## config.mk

```make
export PLATFORM = sky130hd
export DESIGN_NAME = vram_writer
export DESIGN_NICKNAME = d
export VERILOG_FILES = /design/src/rtl/vram_writer.sv
export SDC_FILE = /design/constraint.sdc
export NUM_CORES = 1
export LEC_CHECK = 0
export CORE_ASPECT_RATIO = 0.5
export CORE_MARGIN = 2
export CORE_UTILIZATION = 27
export DETAILED_ROUTE_END_ITERATION = 16
export SYNTH_ARGS = -nofsm -noshare
export SYNTH_HDL_FRONTEND = slang
export SYNTH_SLANG_ARGS = --single-unit
```

## constraint.sdc

```tcl
create_clock -name CLK -period 5.3 [get_ports CLK]
set_clock_uncertainty 0.15 [all_clocks]
set_input_delay 1.06 -clock CLK [delete_from_list [all_inputs] [get_ports CLK]]
set_output_delay 1.06 -clock CLK [all_outputs]
set_load 0.01 [all_outputs]
```

## src/rtl/vram_writer.sv

```systemverilog
// vram_writer: CPU register port into the 8 KB text VRAM.
// The CPU sees four registers: ADDR_LO, ADDR_HI, DATA (auto-increment) and STATUS/CTRL.
// CPU writes go into a small FIFO and drain to the VRAM port through a request/grant
// handshake with the arbiter. Writes always drain before any read prefetch.
// Optional feature: define VRAM_WRITER_READBACK_EN to add the DATA read path
// (prefetch, CAPTURE state, RDVALID). Without it DATA reads return 8'hFF.
module vram_writer #(
  parameter int FIFO_DEPTH = 4,
  parameter int COLS       = 80
) (
  input  logic        CLK,
  input  logic        RESET_n,
  input  logic        SEL,
  input  logic [1:0]  A,
  input  logic        R_W_n,
  input  logic [7:0]  DI,
  output logic [7:0]  DO,
  output logic        VRAM_REQ,
  input  logic        VRAM_GNT,
  output logic        VRAM_WE,
  output logic [12:0] VRAM_A,
  output logic [7:0]  VRAM_D,
  input  logic [7:0]  VRAM_Q,
  output logic        BUSY,
  output logic [1:0]  state_dbg
);

`ifdef VRAM_WRITER_READBACK_EN
  localparam bit RB_EN = 1'b1;
`else
  localparam bit RB_EN = 1'b0;
`endif

  localparam int AW = $clog2(FIFO_DEPTH);
  localparam int CW = AW + 1;

  typedef enum logic [1:0] {
    S_IDLE    = 2'd0,
    S_REQ     = 2'd1,
    S_ACCESS  = 2'd2,
    S_CAPTURE = 2'd3
  } state_t;

  state_t state, state_nxt;

  // Architectural registers
  logic [12:0] ptr;
  logic [1:0]  step;
  logic        ovf;
  logic        rdvalid;
  logic [7:0]  rd_buf;
  logic        pf_pending;
  logic        rd_stale;

  // FIFO storage: entry = {addr[12:0], data[7:0]}
  logic [20:0]   fifo_mem [FIFO_DEPTH];
  logic [AW-1:0] wr_ptr, rd_ptr, head_idx;
  logic [CW-1:0] count;

  // Operation currently presented to the VRAM port
  logic        op_rd;
  logic [12:0] op_addr;
  logic [7:0]  op_data;

  // Bus decode: exactly one register access per cycle while SEL is high
  logic wr_lo, wr_hi, wr_data, wr_ctrl, rd_data, rd_status;
  logic full, push, pop, data_rd_adv, pf_sched;
  logic launch_wr, launch_rd, rd_inflight, discard_now;
  logic [12:0] step_amt;
  logic [7:0]  status;

  assign wr_lo     = SEL && !R_W_n && (A == 2'd0);
  assign wr_hi     = SEL && !R_W_n && (A == 2'd1);
  assign wr_data   = SEL && !R_W_n && (A == 2'd2);
  assign wr_ctrl   = SEL && !R_W_n && (A == 2'd3);
  assign rd_data   = SEL &&  R_W_n && (A == 2'd2);
  assign rd_status = SEL &&  R_W_n && (A == 2'd3);

  // FULL is judged on the count before any same-cycle pop
  assign full        = (count == CW'(FIFO_DEPTH));
  assign push        = wr_data && !full;
  assign pop         = (state == S_ACCESS) && !op_rd;
  assign data_rd_adv = RB_EN && rd_data;
  // Events that invalidate the read buffer and ask for a fresh prefetch
  assign pf_sched    = RB_EN && (wr_hi || rd_data);

  // Next head entry: while popping, the entry behind the current head
  assign head_idx = (state == S_ACCESS) ? (rd_ptr + AW'(1)) : rd_ptr;

  // Writes only launch from entries already stored, so a same-cycle push is never
  // needed on the port; a prefetch waits until the FIFO is empty and nothing is arriving.
  assign launch_wr = ((state == S_IDLE) && (count != '0)) ||
                     ((state == S_ACCESS) && !op_rd && (count > CW'(1)));
  assign launch_rd = RB_EN && pf_pending && !push &&
                     (((state == S_IDLE) && (count == '0)) ||
                      ((state == S_ACCESS) && !op_rd && (count == CW'(1))));

  assign rd_inflight = op_rd && (state != S_IDLE);
  assign discard_now = rd_stale || pf_sched;

  // Pointer increment selected by CTRL.STEP
  always_comb begin
    case (step)
      2'b00:   step_amt = 13'd0;
      2'b10:   step_amt = 13'(COLS);
      default: step_amt = 13'd1;
    endcase
  end

  assign BUSY   = (count != '0) || pf_pending || (state != S_IDLE);
  assign status = {4'b0000, rdvalid, ovf, full, BUSY};

  // CPU read data, combinational from the addressed register
  always_comb begin
    case (A)
      2'd0:    DO = ptr[7:0];
      2'd1:    DO = {3'b000, ptr[12:8]};
      2'd2:    DO = RB_EN ? rd_buf : 8'hFF;
      default: DO = status;
    endcase
  end

  // Address pointer, step and sticky overflow flag
  always_ff @(posedge CLK or negedge RESET_n) begin
    if (!RESET_n) begin
      ptr  <= '0;
      step <= 2'b01;
      ovf  <= 1'b0;
    end else begin
      if (wr_lo)                          ptr[7:0]  <= DI;
      else if (wr_hi)                     ptr[12:8] <= DI[4:0];
      else if (push || data_rd_adv)       ptr       <= ptr + step_amt;
      if (wr_ctrl)                        step      <= DI[1:0];
      if (wr_data && full)                ovf       <= 1'b1;
      else if (rd_status)                 ovf       <= 1'b0;
    end
  end

  // FIFO storage array (no reset needed: count guards validity)
  always_ff @(posedge CLK) begin
    if (push) fifo_mem[wr_ptr] <= {ptr, DI};
  end

  // FIFO pointers and occupancy
  always_ff @(posedge CLK or negedge RESET_n) begin
    if (!RESET_n) begin
      wr_ptr <= '0;
      rd_ptr <= '0;
      count  <= '0;
    end else begin
      if (push) wr_ptr <= wr_ptr + AW'(1);
      if (pop)  rd_ptr <= rd_ptr + AW'(1);
      count <= count + CW'(push) - CW'(pop);
    end
  end

  // VRAM port payload, latched when entering REQ and held until the next launch.
  // Handshake: VRAM_REQ is valid and VRAM_GNT is ready; a transfer happens at the
  // rising edge where both are high, and VRAM_A/VRAM_D stay stable while REQ is high.
  always_ff @(posedge CLK or negedge RESET_n) begin
    if (!RESET_n) begin
      op_rd   <= 1'b0;
      op_addr <= '0;
      op_data <= '0;
    end else if (launch_wr) begin
      op_rd   <= 1'b0;
      op_addr <= fifo_mem[head_idx][20:8];
      op_data <= fifo_mem[head_idx][7:0];
    end else if (launch_rd) begin
      op_rd   <= 1'b1;
      op_addr <= ptr;
    end
  end

  assign VRAM_A = op_addr;
  assign VRAM_D = op_data;

  // Read path: prefetch request, stale tracking, read buffer and RDVALID
  always_ff @(posedge CLK or negedge RESET_n) begin
    if (!RESET_n) begin
      pf_pending <= 1'b0;
      rd_stale   <= 1'b0;
      rdvalid    <= 1'b0;
      rd_buf     <= '0;
    end else begin
      if (pf_sched)       pf_pending <= 1'b1;
      else if (launch_rd) pf_pending <= 1'b0;
      if (launch_rd)                      rd_stale <= pf_sched;
      else if (pf_sched && rd_inflight)   rd_stale <= 1'b1;
      if (pf_sched) begin
        rdvalid <= 1'b0;
      end else if ((state == S_CAPTURE) && !discard_now) begin
        rdvalid <= 1'b1;
        rd_buf  <= VRAM_Q;
      end
    end
  end

  // FSM state register
  always_ff @(posedge CLK or negedge RESET_n) begin
    if (!RESET_n) state <= S_IDLE;
    else          state <= state_nxt;
  end

  // FSM next-state: writes drain back-to-back, a read adds the CAPTURE cycle
  always_comb begin
    state_nxt = state;
    case (state)
      S_IDLE:    if (launch_wr || launch_rd) state_nxt = S_REQ;
      S_REQ:     if (VRAM_GNT) state_nxt = S_ACCESS;
      S_ACCESS: begin
        if (op_rd)                        state_nxt = S_CAPTURE;
        else if (launch_wr || launch_rd)  state_nxt = S_REQ;
        else                              state_nxt = S_IDLE;
      end
      S_CAPTURE: state_nxt = S_IDLE;
      default:   state_nxt = S_IDLE;
    endcase
  end

  // FSM outputs
  always_comb begin
    VRAM_REQ  = (state == S_REQ);
    VRAM_WE   = (state == S_ACCESS) && !op_rd;
    state_dbg = state;
  end

endmodule

```

==> results of run 1 <==
kinds of logic after synthesis:
family                   count (synthesis)  synth area share
XOR/XNOR                                17           0.02798
adder cells (fa/ha/maj)                 13           0.03000
AO/OA/AOI/OAI                           55           0.07007
AND/OR/NAND/NOR                        102           0.08350
multiplexers                            53            0.1014
buffers and inverters                   30           0.02507
flip-flops                             131            0.6620
cells in the mapped netlist (4+ instances only):
cell / n / area, um^2
inv_1: 10 / 37.54
edfxtp_1: 84 / 2522
and2_1: 6 / 37.54
mux2i_1: 24 / 240.2
nor2_1: 9 / 33.78
nand3_1: 4 / 20.02
dfrtp_1: 46 / 1151
o221ai_1: 21 / 183.9
clkbuf_1: 8 / 30.03
ha_1: 11 / 137.6
buf_2: 10 / 50.05
nand2_1: 64 / 240.2
o22a_1: 4 / 35.03
xor2_1: 11 / 96.34
mux2_2: 29 / 326.6
o21ai_0: 16 / 80.08
xnor2_1: 5 / 43.79
a21oi_1: 5 / 25.02
final cells by class:
| type | instances | area (um^2) | area share |
|---|---|---|---|
| Clock buffer | 26 | 489.2 | 0.07021 |
| Clock inverter | 6 | 81.33 | 0.01167 |
| Inverter | 10 | 37.54 | 0.005387 |
| Multi-Input combinational cell | 240 | 1760 | 0.2526 |
| Sequential cell | 131 | 3700 | 0.5310 |
| Tap cell | 273 | 341.6 | 0.04902 |
| Timing Repair Buffer | 59 | 558.0 | 0.08009 |
metal layers:
| metal | global-route usage | routed length, um |
|---|---|---|
| met5 | 0 | 0 |
| met4 | 0.03827 | 93 |
| met3 | 0.03665 | 749 |
| met2 | 0.1874 | 5840 |
| met1 | 0.1606 | 5798 |
state kept, by name (all words and copies together) (netlist names):
name and cells:
fifo_mem 84, VRAM_A 13, ptr 13, VRAM_D 8, count 3, rd_ptr 2, state_dbg 2, step 2
wr_ptr 2, ovf 1, rdvalid 1
worst max path at each step:
| stage | start | end | depth (start not counted) | slack, ns |
|---|---|---|---|---|
| 5_1_grt | A[0] | DO[0] | 4 | 1.02 |
| 3_5_place_dp | A[0] | DO[0] | 4 | 1.10 |
| 4_1_cts | A[0] | DO[0] | 4 | 1.09 |
| 6_report | A[0] | DO[3] | 4 | 1.11 |
| 3_3_place_gp | A[0] | DO[0] | 4 | 1.12 |
| 2_1_floorplan | A[0] | DO[2] | 3 | 2.21 |
power by group through the flow:
| stage | Combinational (mW) | Sequential, mW | Clock [mW] |
|---|---|---|---|
| finish | 1.20 | 1.50 | 1.12 |
| global route | 1.32 | 1.53 | 1.19 |
| CTS | 1.22 | 1.50 | 1.14 |
| detailed placement | 1.22 | 1.52 | 0 |
| global placement | 1.19 | 1.51 | 0 |
| floorplan | 0.737 | 1.49 | 0 |
per-stage QoR:
stage                     cell area (um^2)  worst slack, ns  hold slack [ns]  std cells
after global placement                6397            1.124           0.3227        713
after CTS                             6968            1.090           0.3402        745
after global routing                  6968            1.016           0.3574        745
after detailed placement              6397            1.097           0.3275        713
final                                 6968            1.107           0.3342        745
after floorplan                       5589            2.208           0.2783        401
==> out/results.tsv, run 1 <==
metric	value	unit
crit_required	4.09	ns
synth.cell_area	5589	um^2
crit_family	buffers and inverters	
finalCritPeriodShare	0.7911	
reg2reg_slack	2.66	ns
syn_to_final_growth	24.67	%
fin_nets	494	
r2r_start	state_dbg[1]$_DFFE_PN0P_	
max_freq	0.2385	GHz
ys_types	42	
switching_share	0.3221	
outcome	completed	
mappedNetlistNets	436	
cts_tree	built	
total_leakage_power	2.569	nW
fp.dieW	207.5	um
slew_headroom	0.2881	
hp-class	reg -> reg	
io_pins	57	
finalSetupViolations	0	
power.density	548.5	nW/um^2
start_kind	input port	
slew_violations	0	
grt_pass1_vias	3423	
clk_pin_slew	0.05	ns
cts_setup_buffers	0	
viasPerCell	4.548	
cpMostUsedCell	clkdlybuf4s50_1	
routedWlPerCell	16.75	um
power_frac_clock	0.293	
final_cell_mix	edfxtp_1 (84), nand2_1 (64), clkdlybuf4s50_1 (47)	
reg2reg_to	VRAM_A[4]$_DFFE_PN0P_	
crit_fanout	15	
internal-power	2.591	mW
fp-row-count	37	
cts_root_buffer	clkbuf_16	
power	3.822	mW
vias	3388	
maxCapViolations	0	
whs_endpoint	rdvalid$_DFFE_PN0N_	
drt_pass1_iterations	4	
tns	0	ns
slowest_delay	0.80	ns
synth_edf_count	84	
htree_levels	4	
antenna_found_initial	0	
grtUsageTotal	0.1203	
synthCells	401	
initial_core_util	0.2738	
ir_drop	0.0002639	V
ys_seq_area_frac	0.6620	
overflow	0	
clock_latency	0.41	ns
worst_pin_slew	1.068	ns
drt.antenna.violating_nets	0	
min_period	4.193	ns
avgSynthCellArea	13.94	um^2
holdBufCountCts	0	
synth_ff_type	edfxtp_1	
die_h	105.7	um
cts_buffers	17	
grt_pass1_wl	19620	um
cp_cell_sequence	clkdlybuf4s50_1, mux2_2, o22a_1, clkdlybuf4s50_1	
worstSetupEndpointType	primary output	
whs_path_depth	1	
power.switching	1.231	mW
dieArea	21940	um^2
p_seq_frac	0.393	
placement.io_buffers	48	
ys_async_sr_fraction	0.3588	
clockBufferDepth	2	
final_layout_size_suffix_gt1_frac	0.1525	
min-delay-start	rdvalid$_DFFE_PN0N_	
final_common_cell	edfxtp_1	
drt_iter0_drc	249	
fillerInstances	1978	
rsz0062_at_grt	no	
utilization	0.3413	
cts_resized	0	
ys_seq_elements	131	
synth-warning-count	0	
slowest_stage	clkdlybuf4s50_1	
arrival	2.98	ns
drc	0	
clock-sinks	131	
combPwrFrac	0.314	
reg2reg_depth	5	
antenna_cells	0	
crit_buf_inv	2	
hold_violations	0	
coreArea	20420	um^2
dp_hpwl	7601	um
routed_wl	12480	um
grt_max_degree	48	
place.gp.congestion	0.7418	
path_class	in -> out	
Note: power is estimated with default switching activity, not from simulation.
==> run 2, diff against run 1 <==
==> constraint.sdc (replaced) <==
create_clock -name CLK -period 4.1 [get_ports CLK]
set_clock_uncertainty 0.15 [all_clocks]
set_input_delay 0.82 -clock CLK [delete_from_list [all_inputs] [get_ports CLK]]
set_output_delay 0.82 -clock CLK [all_outputs]
set_load 0.01 [all_outputs]
==> run 2 against run 1 <==
Effect of this change:
- first-iteration DRC count fell by 9.2%
- design area is essentially flat
- total power grew 28%
- final cell count increased by 0.27%
- routed wire length grew 0.11%
- sequential power rose by 32%
- setup slack got worse by 0.62 ns
- critical endpoint is now DO[4]
- highest routed layer unchanged
==> out/results.tsv, run 2 (same netlist as run 1, synthesis figures left out) <==
metric	value	unit	change
ir_drop	0.0003925	V	+49%
place.gp.congestion	0.7738		+4.3%
total_leakage_power	2.557	nW	-0.48%
slew_headroom	0.2891		+0.001010
hold_violations	0		unchanged
power.switching	1.685	mW	+37%
max_freq	0.2768	GHz	
rsz0062_at_grt	no		
antenna_cells	0		unchanged
cts_resized	0		unchanged
power_frac_clock	0.285		-0.008
maxCapViolations	0		unchanged
cts_tree	built		
drt.antenna.violating_nets	0		unchanged
clock-sinks	131		unchanged
arrival	2.64	ns	-0.34 ns
whs_path_depth	1		unchanged
route.met3.wl	598	um	-20%
reg2reg_depth	7		+2
finalNonFillerCells	747		+0.27%
final_cell_mix	edfxtp_1 (84), nand2_1 (64), clkdlybuf4s50_1 (47)		
placement.io_buffers	48		unchanged
finalCritPeriodShare	0.8813		
io_pins	57		unchanged
worstSetupEndpointType	primary output		
holdBufCountCts	0		unchanged
viasPerCell	4.518		-0.65%
fp.dieW	207.5	um	unchanged
initial_core_util	0.2738		unchanged
cp_cell_sequence	clkdlybuf4s50_1, buf_4, nor3_1, a21oi_1, clkdlybuf4s50_1		
switching_share	0.3452		+0.02304
cts_root_buffer	clkbuf_16		
routedWlPerCell	16.73	um	-0.16%
hp-class	reg -> reg		
p_seq_frac	0.405		+0.012
whs	0.3286	ns	-0.005606 ns
wl_met1	6146	um	+6.0%
finalSetupViolations	0		unchanged
multiInputGateArea	1760	um^2	unchanged
grt_pass1_vias	3352		-2.1%
cts_buffers	17		unchanged
regArea	3700	um^2	unchanged
clock_latency	0.41	ns	about the same
power.density	700.9	nW/um^2	+28%
cpMostUsedCell	clkdlybuf4s50_1		
grtUsageTotal	0.1205		+0.0001836
die_h	105.7	um	unchanged
drt_iter0_drc	226		-9.2%
tns	0	ns	unchanged
syn_to_final_growth	24.58	%	about the same
worst_pin_slew	1.066	ns	-0.001516 ns
grt_pass1_wl	19740	um	+0.60%
final_layout_size_suffix_gt1_frac	0.1688		+0.01623
reg2reg_slack	1.77	ns	-0.89 ns
crit_required	3.13	ns	-0.96 ns
start_kind	input port		
fin_nets	496		+0.40%
slowest_stage	clkdlybuf4s50_1		
outcome	completed		
routed_wl	12500	um	+0.11%
fp-row-count	37		unchanged
dieArea	21940	um^2	unchanged
overflow	0		unchanged
largest_reg_flops	84		unchanged
coreArea	20420	um^2	unchanged
slowest_delay	0.70	ns	-0.10 ns
min_period	3.613	ns	
cts_setup_buffers	0		unchanged
vias	3375		-0.38%
drc	0		unchanged
drt_pass1_iterations	4		unchanged
clockBufferDepth	2		unchanged
antenna_found_initial	0		unchanged
dp.cells	715		+0.28%
grt_max_degree	44		-8.3%
crit_fanout	9		-6
path_class	in -> out		
utilization	0.3411		about the same
internal-power	3.196	mW	+23%
dp_hpwl	7770	um	+2.2%
htree_levels	4		unchanged
fillerInstances	1944		-1.7%
clk_pin_slew	0.06	ns	about the same
final_common_cell	edfxtp_1		
wl_met2	5654	um	-3.2%
top_layer	met4		
slew_violations	0		unchanged
top_register	fifo_mem		
combPwrFrac	0.310		-0.004
[run 2: final cells by class]
class | count | area share
timing repair buffer | 61 | 0.08230
clock inverter | 15 | 0.01797
sequential | 131 | 0.5314
inverter | 10 | 0.005391
tap | 273 | 0.04906
clock buffer | 17 | 0.06110
multi-input combinational | 240 | 0.2528
[run 2: final timing paths]
| check | startpoint | to |
|---|---|---|
| max | A[0] | DO[4] |
| min | rdvalid$_DFFE_PN0N_ | rdvalid$_DFFE_PN0N_ |
| max reg2reg | count[1]$_DFF_PN0_ | VRAM_A[2]$_DFFE_PN0P_ |
| min reg2reg | rdvalid$_DFFE_PN0N_ | rdvalid$_DFFE_PN0N_ |
| max in group asynchronous | RESET_n | VRAM_A[4]$_DFFE_PN0P_ |
| min in group asynchronous | RESET_n | count[0]$_DFF_PN0_ |
[run 2: through the flow]
stage | cell area (um^2) | setup WS, ns | total power [mW]
after floorplan | 5589 | 1.253 | 2.880
after global placement | 6412 | 0.4944 | 3.495
after detailed placement | 6412 | 0.5188 | 3.539
after CTS | 6963 | 0.5124 | 4.937
after global routing | 6963 | 0.4133 | 5.170
final | 6963 | 0.4868 | 4.881
[run 2: power by group through the flow]
| stage | combinational (mW) | clock [mW] | sequential (mW) |
|---|---|---|---|
| 6_report | 1.51 | 1.39 | 1.98 |
| 5_1_grt | 1.67 | 1.48 | 2.02 |
| 4_1_cts | 1.54 | 1.42 | 1.98 |
| 3_5_place_dp | 1.53 | 0 | 2.01 |
| 3_3_place_gp | 1.50 | 0 | 2.00 |
| 2_1_floorplan | 0.953 | 0 | 1.93 |
[run 2: layer usage]
layer,vias up,track usage
li1,1599,-
met1,1686,0.1660
met2,82,0.1833
met3,8,0.03486
met4,0,0.03673
met5,-,0
[run 2: critical path: cells and delay by family]
kind	cells	cell delay (ns)
AO/OA/AOI/OAI	1	0.24
buffers and inverters	3	1.52
AND/OR/NAND/NOR	1	0.05
==> run 3, diff against run 2 <==
--- a/config.mk
+++ b/config.mk
@@ -5,7 +5,6 @@
 export SDC_FILE = /design/constraint.sdc
 export NUM_CORES = 1
 export LEC_CHECK = 0
-export CORE_ASPECT_RATIO = 0.5
 export CORE_MARGIN = 2
 export CORE_UTILIZATION = 27
 export DETAILED_ROUTE_END_ITERATION = 16
==> run 3 against run 2 <==
Effect of this change:
- core utilization increased by 0.49 points
- clock power rose by 13%
- non-clock buffer count is 1 lower
- hold slack lost 0.013 ns
- routed wire length decreased by 0.67%
- via count shrank 0.44%
- total power up 3.6%
- setup slack improved by 0.061 ns
- critical path type unchanged
- critical endpoint is now DO[3]
==> out/results.tsv, run 3 (same netlist as run 1, synthesis figures left out) <==
metric	value	unit	change
dieArea	21870	um^2	-0.32%
min_period	3.552	ns	-0.06127 ns
holdBufCountCts	0		unchanged
finalCritPeriodShare	0.8663		-0.01494
power_frac_clock	0.310		+0.025
cts_tree	built		
htree_levels	4		unchanged
cp_cell_sequence	clkdlybuf4s50_1, mux2_2, o22a_1, clkdlybuf4s50_1		
vias	3360		-0.44%
final_common_cell	edfxtp_1		
slew_headroom	0.3568		+0.06771
dp_hpwl	7823	um	+0.68%
fp.dieW	147.9	um	-29%
drc	0		unchanged
maxCapViolations	0		unchanged
finalSetupViolations	0		unchanged
outcome	completed		
hold_violations	0		unchanged
die_h	147.9	um	+40%
top_register	fifo_mem		
drt.antenna.violating_nets	0		unchanged
antenna_cells	0		unchanged
slowest_stage	clkdlybuf4s50_1		
worst_pin_slew	0.9648	ns	-0.1016 ns
start_kind	input port		
final_cell_mix	edfxtp_1 (84), nand2_1 (64), clkdlybuf4s50_1 (47)		
max_freq	0.2815	GHz	+1.7%
arrival	2.58	ns	-0.06 ns
rsz0062_at_grt	no		
final_layout_size_suffix_gt1_frac	0.1628		-0.005986
grt_pass1_wl	19810	um	+0.35%
crit_required	3.13	ns	about the same
initial_core_util	0.2753		+0.001569
utilization	0.3459		+0.004852
switching_share	0.3163		-0.02890
slew_violations	0		unchanged
power.density	720.1	nW/um^2	+2.7%
multiInputGateArea	1760	um^2	unchanged
grt_max_degree	44		unchanged
tns	0	ns	unchanged
clock_latency	0.41	ns	about the same
path_class	in -> out		
regArea	3700	um^2	unchanged
place.gp.congestion	0.7708		-0.39%
postLayoutSetupSlackWorst	0.5481	ns	+0.06127 ns
worstSetupEndpointType	primary output		
routedWlPerCell	16.70	um	-0.14%
slowest_delay	0.69	ns	about the same
syn_to_final_growth	25.63	%	
fillerInstances	2000		+2.9%
grtUsageTotal	0.1203		-0.0002529
viasPerCell	4.522		about the same
cts_buffers	17		unchanged
clock-sinks	131		unchanged
coreArea	20300	um^2	-0.57%
power.switching	1.599	mW	-5.1%
hp-class	in -> async		
pre_cts_ws	0.5420	ns	+0.02318 ns
drt_iter0_drc	225		-0.44%
total_leakage_power	2.602	nW	+1.8%
clockBufferDepth	2		unchanged
p_seq_frac	0.385		-0.020
grt_pass1_vias	3571		+6.5%
cts_resized	0		unchanged
fin_nets	495		-0.20%
fp-row-count	52		+41%
antenna_found_initial	0		unchanged
combPwrFrac	0.305		-0.005
largest_reg_flops	84		unchanged
clk_pin_slew	0.05	ns	about the same
placement.io_buffers	48		unchanged
cpMostUsedCell	clkdlybuf4s50_1		
routed_wl	12410	um	-0.67%
internal-power	3.457	mW	+8.2%
overflow	0		unchanged
crit_fanout	10		+1
cts_setup_buffers	0		unchanged
io_pins	57		unchanged
cts_root_buffer	clkbuf_16		
ir_drop	0.0003503	V	-11%
drt_pass1_iterations	4		unchanged
## run 3: cell types whose count changed in the layout (fill, tap and decap cells not counted), moves of 2 or more
cell | before | now
clkbuf_1 | 0 | 3
clkinv_4 | 4 | 1
clkinvlp_4 | 5 | 1
clkbuf_8 | 0 | 2
inv_6 | 3 | 0
clkinv_2 | 0 | 4
bufinv_16 | 0 | 4
inv_8 | 2 | 0
## run 3: worst paths after layout
| check | slack (ns) | end | depth (start not counted) | startpoint |
|---|---|---|---|---|
| min in group CLK | 0.32 | rdvalid$_DFFE_PN0N_ | 1 | rdvalid$_DFFE_PN0N_ |
| max in group asynchronous | 2.69 | VRAM_A[4]$_DFFE_PN0P_ | 2 | RESET_n |
| worst min-delay path | 0.32 | wr_ptr[0]$_DFFE_PN0N_ | 1 | RESET_n |
| worst min register to register | 0.32 | rdvalid$_DFFE_PN0N_ | 1 | rdvalid$_DFFE_PN0N_ |
| worst max-delay path | 0.55 | DO[3] | 4 | A[0] |
| worst max register to register | 1.78 | VRAM_A[10]$_DFFE_PN0P_ | 7 | count[1]$_DFF_PN0_ |
## run 3: area by class of cell
type,count,share of cell area
Clock buffer,22,0.06611
Clock inverter,10,0.02227
Inverter,10,0.005346
Multi-Input combinational cell,240,0.2507
Sequential cell,131,0.5269
Tap cell,270,0.04811
Timing Repair Buffer,60,0.08054
## run 3: metrics by stage
step	instances	instance area [um^2]	hold slack [ns]	power [mW]
floorplan	401	5589	0.2783	2.880
global placement	711	6401	0.3021	3.474
detailed placement	711	6401	0.3116	3.540
CTS	743	7022	0.3241	5.129
global route	743	7022	0.3329	5.339
finish	743	7022	0.3151	5.057
## run 3: worst max-delay path, delay by kind of cell
| kind | cells | cell delay [ns] |
|---|---|---|
| buffers and inverters | 2 | 1.17 |
| muxes | 1 | 0.40 |
| AOI/OAI and AO/OA | 1 | 0.19 |
## run 3: power groups by stage
stage	Combinational (mW)	Sequential [mW]	Clock (mW)
after global routing	1.70	1.99	1.65
after detailed placement	1.56	1.98	0
after floorplan	0.953	1.93	0
after global placement	1.51	1.96	0
after CTS	1.58	1.95	1.60
final	1.54	1.95	1.57
## run 3: per-layer routing
| metal | part of all wire | vias to the layer above | GRT usage |
|---|---|---|---|
| li1 | - | 1591 | - |
| met1 | 0.45 | 1674 | 0.1540 |
| met2 | 0.48 | 84 | 0.1919 |
| met3 | 0.056 | 11 | 0.03580 |
| met4 | 0.012 | 0 | 0.04810 |
| met5 | 0 | - | 0 |
